<file path="src/rtl/lfsr_tx_feeder_pkg.sv">
// Shared constants and state encoding for the LFSR-to-UART burst feeder.
package lfsr_tx_feeder_pkg;

  localparam int BYTE_W = 8;
  localparam int CNT_W  = 16;
  localparam int GAP_W  = 8;

  typedef enum logic [2:0] {
    S_IDLE,
    S_LOAD,
    S_SEND,
    S_WAIT_DONE,
    S_GAP,
    S_FINISH
  } state_e;

endpackage

</file>
<file path="src/rtl/lfsr_tx_feeder.sv">
// Pulls bytes from an upstream LFSR and hands them one at a time to a UART
// transmitter, in bursts of BURST_LEN with optional idle gaps between bytes.
module lfsr_tx_feeder
  import lfsr_tx_feeder_pkg::*;
#(
  parameter int BURST_LEN  = 16,
  parameter int GAP_CYCLES = 0
) (
  input  logic              i_Clock,
  input  logic              i_Rst_L,
  input  logic              i_Start,
  input  logic              i_Abort,
  input  logic [BYTE_W-1:0] i_LFSR_Byte,
  output logic              o_LFSR_Enable,
  output logic              o_TX_DV,
  output logic [BYTE_W-1:0] o_TX_Byte,
  input  logic              i_TX_Active,
  input  logic              i_TX_Done,
  output logic              o_Busy,
  output logic              o_Done,
  output logic [CNT_W-1:0]  o_Byte_Count
);

  localparam logic [CNT_W-1:0] LAST_CNT = CNT_W'(BURST_LEN);
  localparam logic [GAP_W-1:0] GAP_LAST = GAP_W'(GAP_CYCLES - 1);

  state_e              state_q;
  logic [GAP_W-1:0]    gap_q;
  logic [CNT_W-1:0]    cnt_q;
  logic [CNT_W-1:0]    cnt_d;
  logic                abort_q;
  logic [BYTE_W-1:0]   tx_byte_q;
  logic                en_q;
  logic                dv_q;
  logic                done_q;

  assign cnt_d = cnt_q + CNT_W'(1);

  // The advance strobe is launched by the capture edge, so an abort seen in
  // LOAD suppresses both the capture and the LFSR step.
  always_ff @(posedge i_Clock or negedge i_Rst_L) begin
    if (!i_Rst_L) begin
      state_q   <= S_IDLE;
      gap_q     <= '0;
      cnt_q     <= '0;
      abort_q   <= 1'b0;
      tx_byte_q <= '0;
      en_q      <= 1'b0;
      dv_q      <= 1'b0;
      done_q    <= 1'b0;
    end else begin
      en_q   <= 1'b0;
      dv_q   <= 1'b0;
      done_q <= 1'b0;
      case (state_q)
        S_IDLE: begin
          if (i_Start) begin
            cnt_q   <= '0;
            abort_q <= 1'b0;
            state_q <= S_LOAD;
          end
        end
        S_LOAD: begin
          if (i_Abort) begin
            state_q <= S_IDLE;
          end else begin
            tx_byte_q <= i_LFSR_Byte;
            en_q      <= 1'b1;
            state_q   <= S_SEND;
          end
        end
        S_SEND: begin
          if (i_Abort) begin
            state_q <= S_IDLE;
          end else if (!i_TX_Active) begin
            dv_q    <= 1'b1;
            state_q <= S_WAIT_DONE;
          end
        end
        S_WAIT_DONE: begin
          // A byte already handed to the UART is always allowed to finish.
          if (i_TX_Done) begin
            cnt_q <= cnt_d;
            if (abort_q || i_Abort) begin
              state_q <= S_IDLE;
            end else if (cnt_d == LAST_CNT) begin
              done_q  <= 1'b1;
              state_q <= S_FINISH;
            end else if (GAP_CYCLES > 0) begin
              gap_q   <= '0;
              state_q <= S_GAP;
            end else begin
              state_q <= S_LOAD;
            end
          end else if (i_Abort) begin
            abort_q <= 1'b1;
          end
        end
        S_GAP: begin
          if (i_Abort) begin
            state_q <= S_IDLE;
          end else if (gap_q == GAP_LAST) begin
            state_q <= S_LOAD;
          end else begin
            gap_q <= gap_q + GAP_W'(1);
          end
        end
        S_FINISH: state_q <= S_IDLE;
        default:  state_q <= S_IDLE;
      endcase
    end
  end

  assign o_LFSR_Enable = en_q;
  assign o_TX_DV       = dv_q;
  assign o_TX_Byte     = tx_byte_q;
  assign o_Busy        = (state_q != S_IDLE);
  assign o_Done        = done_q;
  assign o_Byte_Count  = cnt_q;

endmodule

</file>
<file path="config.mk">
export PLATFORM = sky130hd
export DESIGN_NAME = lfsr_tx_feeder
export DESIGN_NICKNAME = d
export VERILOG_FILES = /design/src/rtl/lfsr_tx_feeder_pkg.sv /design/src/rtl/lfsr_tx_feeder.sv
export SDC_FILE = /design/constraint.sdc
export NUM_CORES = 1
export LEC_CHECK = 0
export BUFFER_PORTS_ARGS = -buffer_cell sky130_fd_sc_hd__buf_4
export CAP_MARGIN = 20
export CORE_ASPECT_RATIO = 0.7
export CORE_UTILIZATION = 34
export DETAILED_ROUTE_END_ITERATION = 16
export PLACE_DENSITY = 0.66
export SKIP_CTS_REPAIR_TIMING = 1
export SLEW_MARGIN = 20
export SYNTH_ARGS = -nofsm -noshare
export SYNTH_HDL_FRONTEND = slang
export SYNTH_SLANG_ARGS = --single-unit
</file>
<file path="constraint.sdc">
create_clock -name i_Clock -period 2.9 [get_ports i_Clock]
set_clock_uncertainty 0.15 [all_clocks]
set_input_delay 0.29 -clock i_Clock [delete_from_list [all_inputs] [get_ports i_Clock]]
set_output_delay 0.29 -clock i_Clock [all_outputs]
set_load 0.03 [all_outputs]
</file>
==> flow_metrics.py, run 1 <==
metrics = {
    "die": {
        "top_level_ports": 42,
        "start_util_pct": 35.5,
        "die_h_um": 67.0,
        "dieArea_mm2": 0.00635,
        "rows": 23,
        "core-area_mm2": 0.00578,
        "die_x_um": 94.9,
    },
    "setup_path": {
        "max_stage_delay_ns": 0.59,
        "start_kind": "flip-flop",
        "crit_family": "simple AND/OR/NAND/NOR gates",
        "cp-end-kind": "flip-flop",
        "reg2reg_depth": 5,
        "regToRegSetupSlack_ns": 0.63,
        "cp.arrival_ns": 2.30,
        "reg2reg_to": "gap_q[5]",
        "path_max_fanout": 13,
        "r2r-start": "state_q[0]",
        "cp_slowest_cell": "or4b_1",
        "worst_ep_required_time_ns": 2.93,
        "worstSetupPathType": "flip-flop to flip-flop",
        "critPathBufInv": 0,
        "crit_chain": "or4b_1 -> a41oi_2 -> and3_1 -> nand4_1 -> xnor2_1",
    },
    "detailed_routing": {
        "firstDrtPassIters": 4,
        "dr.first_iter.drc_count": 195,
        "wl_per_cell_um": 13.9,
        "drcViolationCount": 0,
        "routed_wl_um": 4600,
        "post_drt_via_cell_ratio": 5.34,
        "antenna_left": 0,
        "vias": 1767,
    },
    "logic_synthesis": {
        "netlist_area_mm2": 0.00205,
        "synth_cells": 214,
        "synth.distinct_cells": 41,
        "synth_edf_count": 0,
        "ys_warn_count": 0,
        "synth_seq_area_share_pct": 47.6,
        "synth_flop_cell": "dfrtp_1",
        "postSynthAreaPerCell_um2": 9.59,
        "synthArstFlopShare_pct": 100,
        "synth_seq_cells": 39,
        "syn-num-nets": 230,
    },
    "grt": {
        "antenna_found_initial": 0,
        "grt_pass1_wl_um": 7210,
        "gr-total-overflow": 0,
        "grt_pass1_vias": 1443,
        "grt_use_total_pct": 15.1,
        "grt_max_degree": 40,
    },
    "clock_tree": {
        "clockBufferDepth": 2,
        "cts_made_buffers": 5,
        "cts_tree": "done",
        "clock_sinks": 39,
        "clkLatencyLatePin_ns": 0.29,
        "path_clk_slew_ns": 0.08,
        "cts_root_buffer": "clkbuf_8",
        "h-tree-depth": 2,
    },
    "min_path": {
        "hold_path.class": "input pin to flip-flop",
        "holdPathEnd": "o_TX_DV",
        "holdPathStages": 2,
        "min-delay-start": "i_Abort",
    },
    "pwr": {
        "ir_drop_uv": 208,
        "leakage_uw": 0.00111,
        "finalPower_uw": 1780,
        "p_per_area_mw_per_mm2": 705,
    },
    "flow_run": {
        "maxCapViolCount": 0,
    },
    "timing": {
        "worstMarginPinSlew_ns": 0.708,
        "finalSetupViolCount": 0,
        "fmax_mhz": 441,
        "setup_slack_ns": 0.631,
        "post-route-period-util_pct": 78.2,
        "finalMaxSlewViolations": 0,
        "whs_ns": 0.0749,
        "period_needed_ns": 2.27,
        "finalHoldViolCount": 0,
        "rsz0062_at_grt": "no",
        "finalSetupTns_ns": 0,
        "maxSlewHeadroom_pct": 52.6,
    },
    "status": {
        "outcome": "completed",
    },
    "finish": {
        "n_antenna_cell": 0,
        "area_growth_pct": 22.9,
        "nNetsFinal": 271,
        "fillers": 550,
        "layout_commonest_cell": "buf_4",
        "fin_util_pct": 43.6,
        "drive_gt1_share_pct": 25.8,
        "final_cell_mix": "42 x buf_4, 39 x dfrtp_1, 21 x nor2_1, 21 x o21ai_0, 16 x nand2_1",
    },
    "placement": {
        "dp_slack_ns": 0.618,
        "dp_hpwl_um": 3240,
        "gp_congestion": 0.880,
        "port_buffers": 41,
    },
}
## layout make-up
type,count,area (µm²),share of cell area [%]
Clock buffer,5,68.8,2.73
Clock inverter,3,20.0,0.794
Inverter,5,18.8,0.744
Multi-Input combinational cell,160,1010,40.0
Sequential cell,39,976,38.7
Tap cell,75,93.8,3.72
Timing Repair Buffer,44,335,13.3
## Yosys cell counts (3+ instances only)
master / number / share of area (%)
xor2_1: 3 / 1.3
nand2_1: 16 / 2.9
nand4_1: 8 / 2.4
or3_1: 4 / 1.2
a21oi_1: 13 / 3.2
o21ai_0: 21 / 5.1
nor2_1: 21 / 3.8
nor4_1: 5 / 1.5
xnor2_1: 9 / 3.8
dfrtp_1: 39 / 48
clkbuf_1: 7 / 1.3
nor3_1: 4 / 0.98
inv_1: 5 / 0.91
mux2_2: 9 / 4.9
and3_1: 6 / 1.8
nand3_1: 12 / 2.9
## worst max path at each step
stage          depth (start not counted)  slack (ns)             from         end
6_report                               5        0.63       state_q[0]    gap_q[5]
5_1_grt                                5        0.50       state_q[0]    gap_q[5]
4_1_cts                                5        0.62       state_q[0]    gap_q[5]
3_5_place_dp                           5        0.62       state_q[0]    gap_q[5]
3_3_place_gp                           5        0.65       state_q[1]  state_q[2]
2_1_floorplan                          5        0.80  o_Byte_Count[0]  state_q[2]
## kinds of logic (layout without fill, tap and decap cells)
kind of cell / after synthesis / after routing / share of synthesized area (%)
mux: 11 / 11 / 5.91
simple gates: 86 / 86 / 22.4
xor+xnor: 12 / 12 / 5.12
fa+ha+maj: 2 / 2 / 1.22
flops: 39 / 39 / 47.6
compound gates: 49 / 49 / 14.5
buf+inv: 15 / 57 / 3.23
## routing by layer
layer  GRT usage, %  wire (µm)
met5              0          0
met1           22.1       2240
met3           4.22        395
met4           5.11         45
met2           20.9       1910
## power by group
group          switching (µW)  leakage [µW]  internal, µW
sequential                103      0.000519           643
clock                     200     0.0000402           167
combinational             391      0.000554           274
total                     694       0.00111          1080
## registers in the layout, summed over array words and instances (netlist names)
| name | cells |
|---|---|
| abort_q | 1 |
| gap_q | 8 |
| o_Byte_Count | 16 |
| o_Done | 1 |
| o_LFSR_Enable | 1 |
| o_TX_Byte | 8 |
| o_TX_DV | 1 |
| state_q | 3 |
## metrics by stage
| stage | instance area [µm²] | cells |
|---|---|---|
| after global routing | 2520 | 331 |
| final | 2520 | 331 |
| after global placement | 2410 | 321 |
| after CTS | 2500 | 329 |
| after detailed placement | 2410 | 321 |
| after floorplan | 2050 | 214 |
Note: power is estimated with default switching activity, not from simulation.
==> run 2: changes to the inputs <==
Settings changed: PLACE_DENSITY 0.66 to 0.68.
Clock period 2.9 ns to 2.07 ns, I/O delays scaled along.
==> run 2 against run 1 <==
Net effect: sequential share of layout area shrank 3.7 points; clock power grew 72%; final cell count increased by 8.2%; power increased by 52%; register-to-register slack worse by 0.57 ns; critical path depth stayed put; global-route usage rose by 0.55 points; final area up 11%; sequential cell count unchanged; fmax up 13%.
==> flow_metrics.py, run 2 (synthesis gave the netlist of run 1 again) <==
metrics = {
    "finish": {
        "area_growth_pct": 36.5,
        "layout_commonest_cell": "buf_4",
        "final_cell_area_mm2": 0.00280,
        "drive_gt1_share_pct": 31.8,
        "final_cell_mix": "60 x buf_4, 37 x dfrtp_1, 21 x nor2_1, 21 x o21ai_0, 16 x nand2_1",
        "fillers": 533,
        "largest_reg_flops": 16,
        "final_cell_count_no_fill": 358,
        "n_antenna_cell": 0,
        "nNetsFinal": 298,
    },
    "pwr": {
        "ir_drop_uv": 361,
        "leakage_uw": 0.00128,
        "p_per_area_mw_per_mm2": 965,
    },
    "setup_path": {
        "reg2reg_depth": 5,
        "r2r-start": "state_q[2]",
        "path_max_fanout": 3,
        "crit_chain": "or4b_4 -> or3_1 -> nor4_2 -> nand4_1 -> o31ai_2",
        "worst_ep_required_time_ns": 2.13,
        "cp.arrival_ns": 2.07,
        "crit_path_start": "state_q[2]",
        "cp-endpoint": "state_q[2]",
        "regToRegSetupSlack_ns": 0.06,
        "cp_slowest_cell": "or4b_4",
        "max_stage_delay_ns": 0.55,
        "start_kind": "flip-flop",
        "worstSetupPathType": "flip-flop to flip-flop",
        "reg2reg_to": "state_q[2]",
        "cp-end-kind": "flip-flop",
    },
    "detailed_routing": {
        "firstDrtPassIters": 4,
        "dr.first_iter.drc_count": 93,
        "post_drt_via_cell_ratio": 5.09,
        "drcViolationCount": 0,
        "vias": 1821,
        "routed_wl_um": 4870,
        "wl_per_cell_um": 13.6,
        "antenna_left": 0,
    },
    "placement": {
        "placed_cells": 339,
        "port_buffers": 41,
        "dp_hpwl_um": 3520,
        "gp_congestion": 0.799,
        "place_area_mm2": 0.00255,
    },
    "clock_tree": {
        "clock_sinks": 39,
        "clockBufferDepth": 2,
        "cts_tree": "done",
        "path_clk_slew_ns": 0.08,
        "clkLatencyLatePin_ns": 0.30,
        "cts_root_buffer": "clkbuf_8",
        "h-tree-depth": 2,
        "cts_made_buffers": 5,
    },
    "grt": {
        "grt_max_degree": 40,
        "antenna_found_initial": 0,
        "grt_pass1_vias": 1571,
        "gr-total-overflow": 0,
        "grt_pass1_wl_um": 7640,
        "grt_use_total_pct": 15.6,
    },
    "timing": {
        "finalSetupTns_ns": 0,
        "rsz0062_at_grt": "yes",
        "finalMaxSlewViolations": 0,
        "finalSetupViolCount": 0,
        "whs_ns": 0.0977,
        "maxSlewHeadroom_pct": 68.3,
        "period_needed_ns": 2.01,
        "fmax_mhz": 497,
        "post-route-period-util_pct": 97.1,
        "worstMarginPinSlew_ns": 0.476,
        "finalHoldViolCount": 0,
    },
    "die": {
        "rows": 23,
        "core-area_mm2": 0.00578,
        "die_h_um": 67.0,
        "start_util_pct": 35.5,
        "die_x_um": 94.9,
        "top_level_ports": 42,
        "dieArea_mm2": 0.00635,
    },
    "status": {
        "outcome": "completed",
    },
    "flow_run": {
        "maxCapViolCount": 0,
    },
    "min_path": {
        "hold_path.class": "input pin to flip-flop",
    },
}
-- run 2: cell types whose count changed in the layout (fill, tap and decap cells not counted), moves of 2 or more --
| cell | delta |
|---|---|
| buf_4 | +18 |
| clkinvlp_4 | -2 |
| dfrtp_1 | -2 |
| dfrtp_2 | +2 |
| dlygate4sd3_1 | +9 |
-- run 2: power breakdown --
group,switching (µW),total [µW],internal [µW]
logic,618,1070,448
clock network,276,634,359
registers,97.4,1000,904
-- run 2: stage by stage --
stage          utilization (%)  power [µW]  worst slack [ns]
2_1_floorplan                -        1670           -0.0246
3_3_place_gp              44.1        2030            0.0893
3_5_place_dp              44.1        2060            0.0520
4_1_cts                   46.1        2700            0.0390
5_1_grt                   48.4        2860          -0.00778
6_report                  48.4        2700            0.0593
-- run 2: worst min-delay path by stage --
stage	startpoint	end	slack [ns]	depth (start not counted)
floorplan	i_Rst_L	abort_q	-0.24	0
global placement	i_Rst_L	o_TX_Byte[7]	0.05	1
detailed placement	i_Rst_L	o_TX_Byte[1]	0.05	1
CTS	i_Rst_L	o_TX_Byte[1]	-0.28	1
global route	i_Abort	abort_q	0.13	3
finish	i_Abort	abort_q	0.1	3
-- run 2: layout make-up --
class | count | area (µm²) | share of cell area (%)
Clock inverter | 3 | 43.8 | 1.56
Multi-Input combinational cell | 160 | 1040 | 37.0
Timing Repair Buffer | 71 | 561 | 20.0
Sequential cell | 39 | 978 | 34.9
Inverter | 5 | 18.8 | 0.670
Tap cell | 75 | 93.8 | 3.35
Clock buffer | 5 | 68.8 | 2.46
-- run 2: critical path, delay by kind of cell, from the launching register on --
| family | cells | cell delay [ns] |
|---|---|---|
| DFF | 1 | 0.39 |
| AOI/OAI and AO/OA | 1 | 0.18 |
| and+or+nand+nor | 4 | 1.22 |
-- run 2: routing by layer --
metal	GRT usage, %	up-vias	wire, µm
met5	0	-	0
met1	24.2	859	2550
met2	20.3	43	2020
met3	4.34	5	270
li1	-	914	-
met4	4.55	0	34
==> run 3: changes to the inputs <==
Settings changed: RECOVER_POWER set to 100, SLEW_MARGIN 20 to not set.
==> run 3 against run 2 <==
Net effect: fmax barely moved; die area unchanged; global-route usage unchanged; combinational power down 10%; final area is 4.2% lower; largest power group is now registers; final cell count is the same.
==> flow_metrics.py, run 3 (synthesis gave the netlist of run 1 again) <==
metrics = {
    "status": {
        "outcome": "completed",
    },
    "setup_path": {
        "max_stage_delay_ns": 0.55,
        "regToRegSetupSlack_ns": 0.06,
        "start_kind": "flip-flop",
        "crit_path_start": "state_q[2]",
        "path_max_fanout": 3,
        "cp_slowest_cell": "or4b_4",
        "reg2reg_to": "state_q[2]",
        "critPathBufInv": 0,
        "crit_family": "simple AND/OR/NAND/NOR gates",
        "reg2reg_depth": 5,
        "r2r-start": "state_q[2]",
        "cp-end-kind": "flip-flop",
        "worstSetupPathType": "flip-flop to flip-flop",
        "worst_ep_required_time_ns": 2.13,
        "cp.arrival_ns": 2.08,
        "crit_chain": "or4b_4 -> or3_1 -> nor4_2 -> nand4_1 -> o31ai_2",
    },
    "die": {
        "start_util_pct": 35.5,
        "core-area_mm2": 0.00578,
        "dieArea_mm2": 0.00635,
        "die_h_um": 67.0,
        "rows": 23,
        "top_level_ports": 42,
        "die_x_um": 94.9,
    },
    "finish": {
        "fin_util_pct": 46.4,
        "area_growth_pct": 30.7,
        "n_antenna_cell": 0,
        "largest_reg_flops": 16,
        "layout_commonest_cell": "dfrtp_1",
        "final_cell_count_no_fill": 358,
        "final_cell_mix": "37 x dfrtp_1, 30 x clkbuf_1, 28 x buf_4, 21 x nor2_1, 21 x o21ai_0",
        "drive_gt1_share_pct": 20.8,
        "nNetsFinal": 298,
    },
    "min_path": {
        "holdPathEnd": "abort_q",
        "holdPathStages": 3,
        "min-delay-start": "i_Abort",
        "hold_path.class": "input pin to flip-flop",
    },
    "clock_tree": {
        "h-tree-depth": 2,
        "cts_root_buffer": "clkbuf_8",
        "path_clk_slew_ns": 0.07,
        "clockBufferDepth": 2,
        "cts_made_buffers": 5,
        "clock_sinks": 39,
        "cts_tree": "done",
        "clkLatencyLatePin_ns": 0.30,
    },
    "timing": {
        "maxSlewHeadroom_pct": 37.7,
        "fmax_mhz": 497,
        "finalHoldViolCount": 0,
        "period_needed_ns": 2.01,
        "post-route-period-util_pct": 97.2,
        "worstMarginPinSlew_ns": 0.935,
        "finalSetupViolCount": 0,
        "finalMaxSlewViolations": 0,
        "rsz0062_at_grt": "yes",
    },
    "pwr": {
        "p_per_area_mw_per_mm2": 967,
        "leakage_uw": 0.00116,
        "ir_drop_uv": 374,
    },
    "grt": {
        "grt_pass1_wl_um": 7640,
        "gr-total-overflow": 0,
        "antenna_found_initial": 0,
        "gr-usage-met3_pct": 4.34,
        "grt_pass1_vias": 1571,
        "grt_use_total_pct": 15.6,
        "grt.busiest_layer": "met1",
        "grt_max_degree": 40,
        "met2_usage_pct": 20.3,
        "grt_use_met1_pct": 24.2,
    },
    "detailed_routing": {
        "vias": 1819,
        "dr.first_iter.drc_count": 119,
        "drcViolationCount": 0,
        "post_drt_via_cell_ratio": 5.08,
        "antenna_left": 0,
        "firstDrtPassIters": 4,
        "routed_wl_um": 4910,
        "wl_per_cell_um": 13.7,
    },
    "placement": {
        "dp_hpwl_um": 3520,
        "port_buffers": 41,
        "placed_cells": 339,
        "gp_congestion": 0.799,
    },
    "flow_run": {
        "maxCapViolCount": 0,
    },
}
-- run 3: changes by cell type in the layout (fill, tap and decap cells not counted) --
cell,change
buf_4,-32
clkbuf_1,+30
clkbuf_2,+2
or2_1,+1
or2_2,-1
-- run 3: tightest hold or removal path: cells and delay by family --
family / cells / cell delay, ns
compound gates: 1 / 0.07
buf+inv: 1 / 0.14
simple gates: 1 / 0.09
-- run 3: where the power goes --
| group | switching (µW) | internal [µW] | total [µW] |
|---|---|---|---|
| sequential | 94.3 | 904 | 998 |
| clock | 276 | 359 | 634 |
| combinational | 620 | 343 | 963 |
| total | 990 | 1610 | 2600 |
-- run 3: metrics by stage --
stage,power (µW),setup TNS [ns],setup slack (ns),instance area (µm²),hold WS [ns]
final,2600,0,0.0575,2680,0.0996
after global routing,2750,-0.00778,-0.00778,2680,0.131
after CTS,2700,0,0.0390,2660,-0.277
after detailed placement,2060,0,0.0520,2550,0.0546
after global placement,2030,0,0.0893,2550,0.0531
after floorplan,1670,-0.0246,-0.0246,2050,-0.239
-- run 3: worst max path at each step --
stage | to | cells past startpoint
floorplan | state_q[2] | 5
global placement | o_Done | 6
detailed placement | state_q[2] | 5
CTS | state_q[2] | 5
global route | state_q[2] | 5
finish | state_q[2] | 5
-- run 3: layout make-up --
class	instances	area, µm²
flip-flops and latches	39	978
clock inverters	3	43.8
well taps	75	93.8
fillers	561	3100
clock buffers	5	68.8
repair buffers	71	443
inverters	5	18.8
multi-input cells	160	1040
-- run 3: metal layers --
metal  wire length (µm)  share of wire (%)
met1               2570                 52
met2               2000                 41
met3                312                6.4
met4                 34               0.69
met5                  0                  0
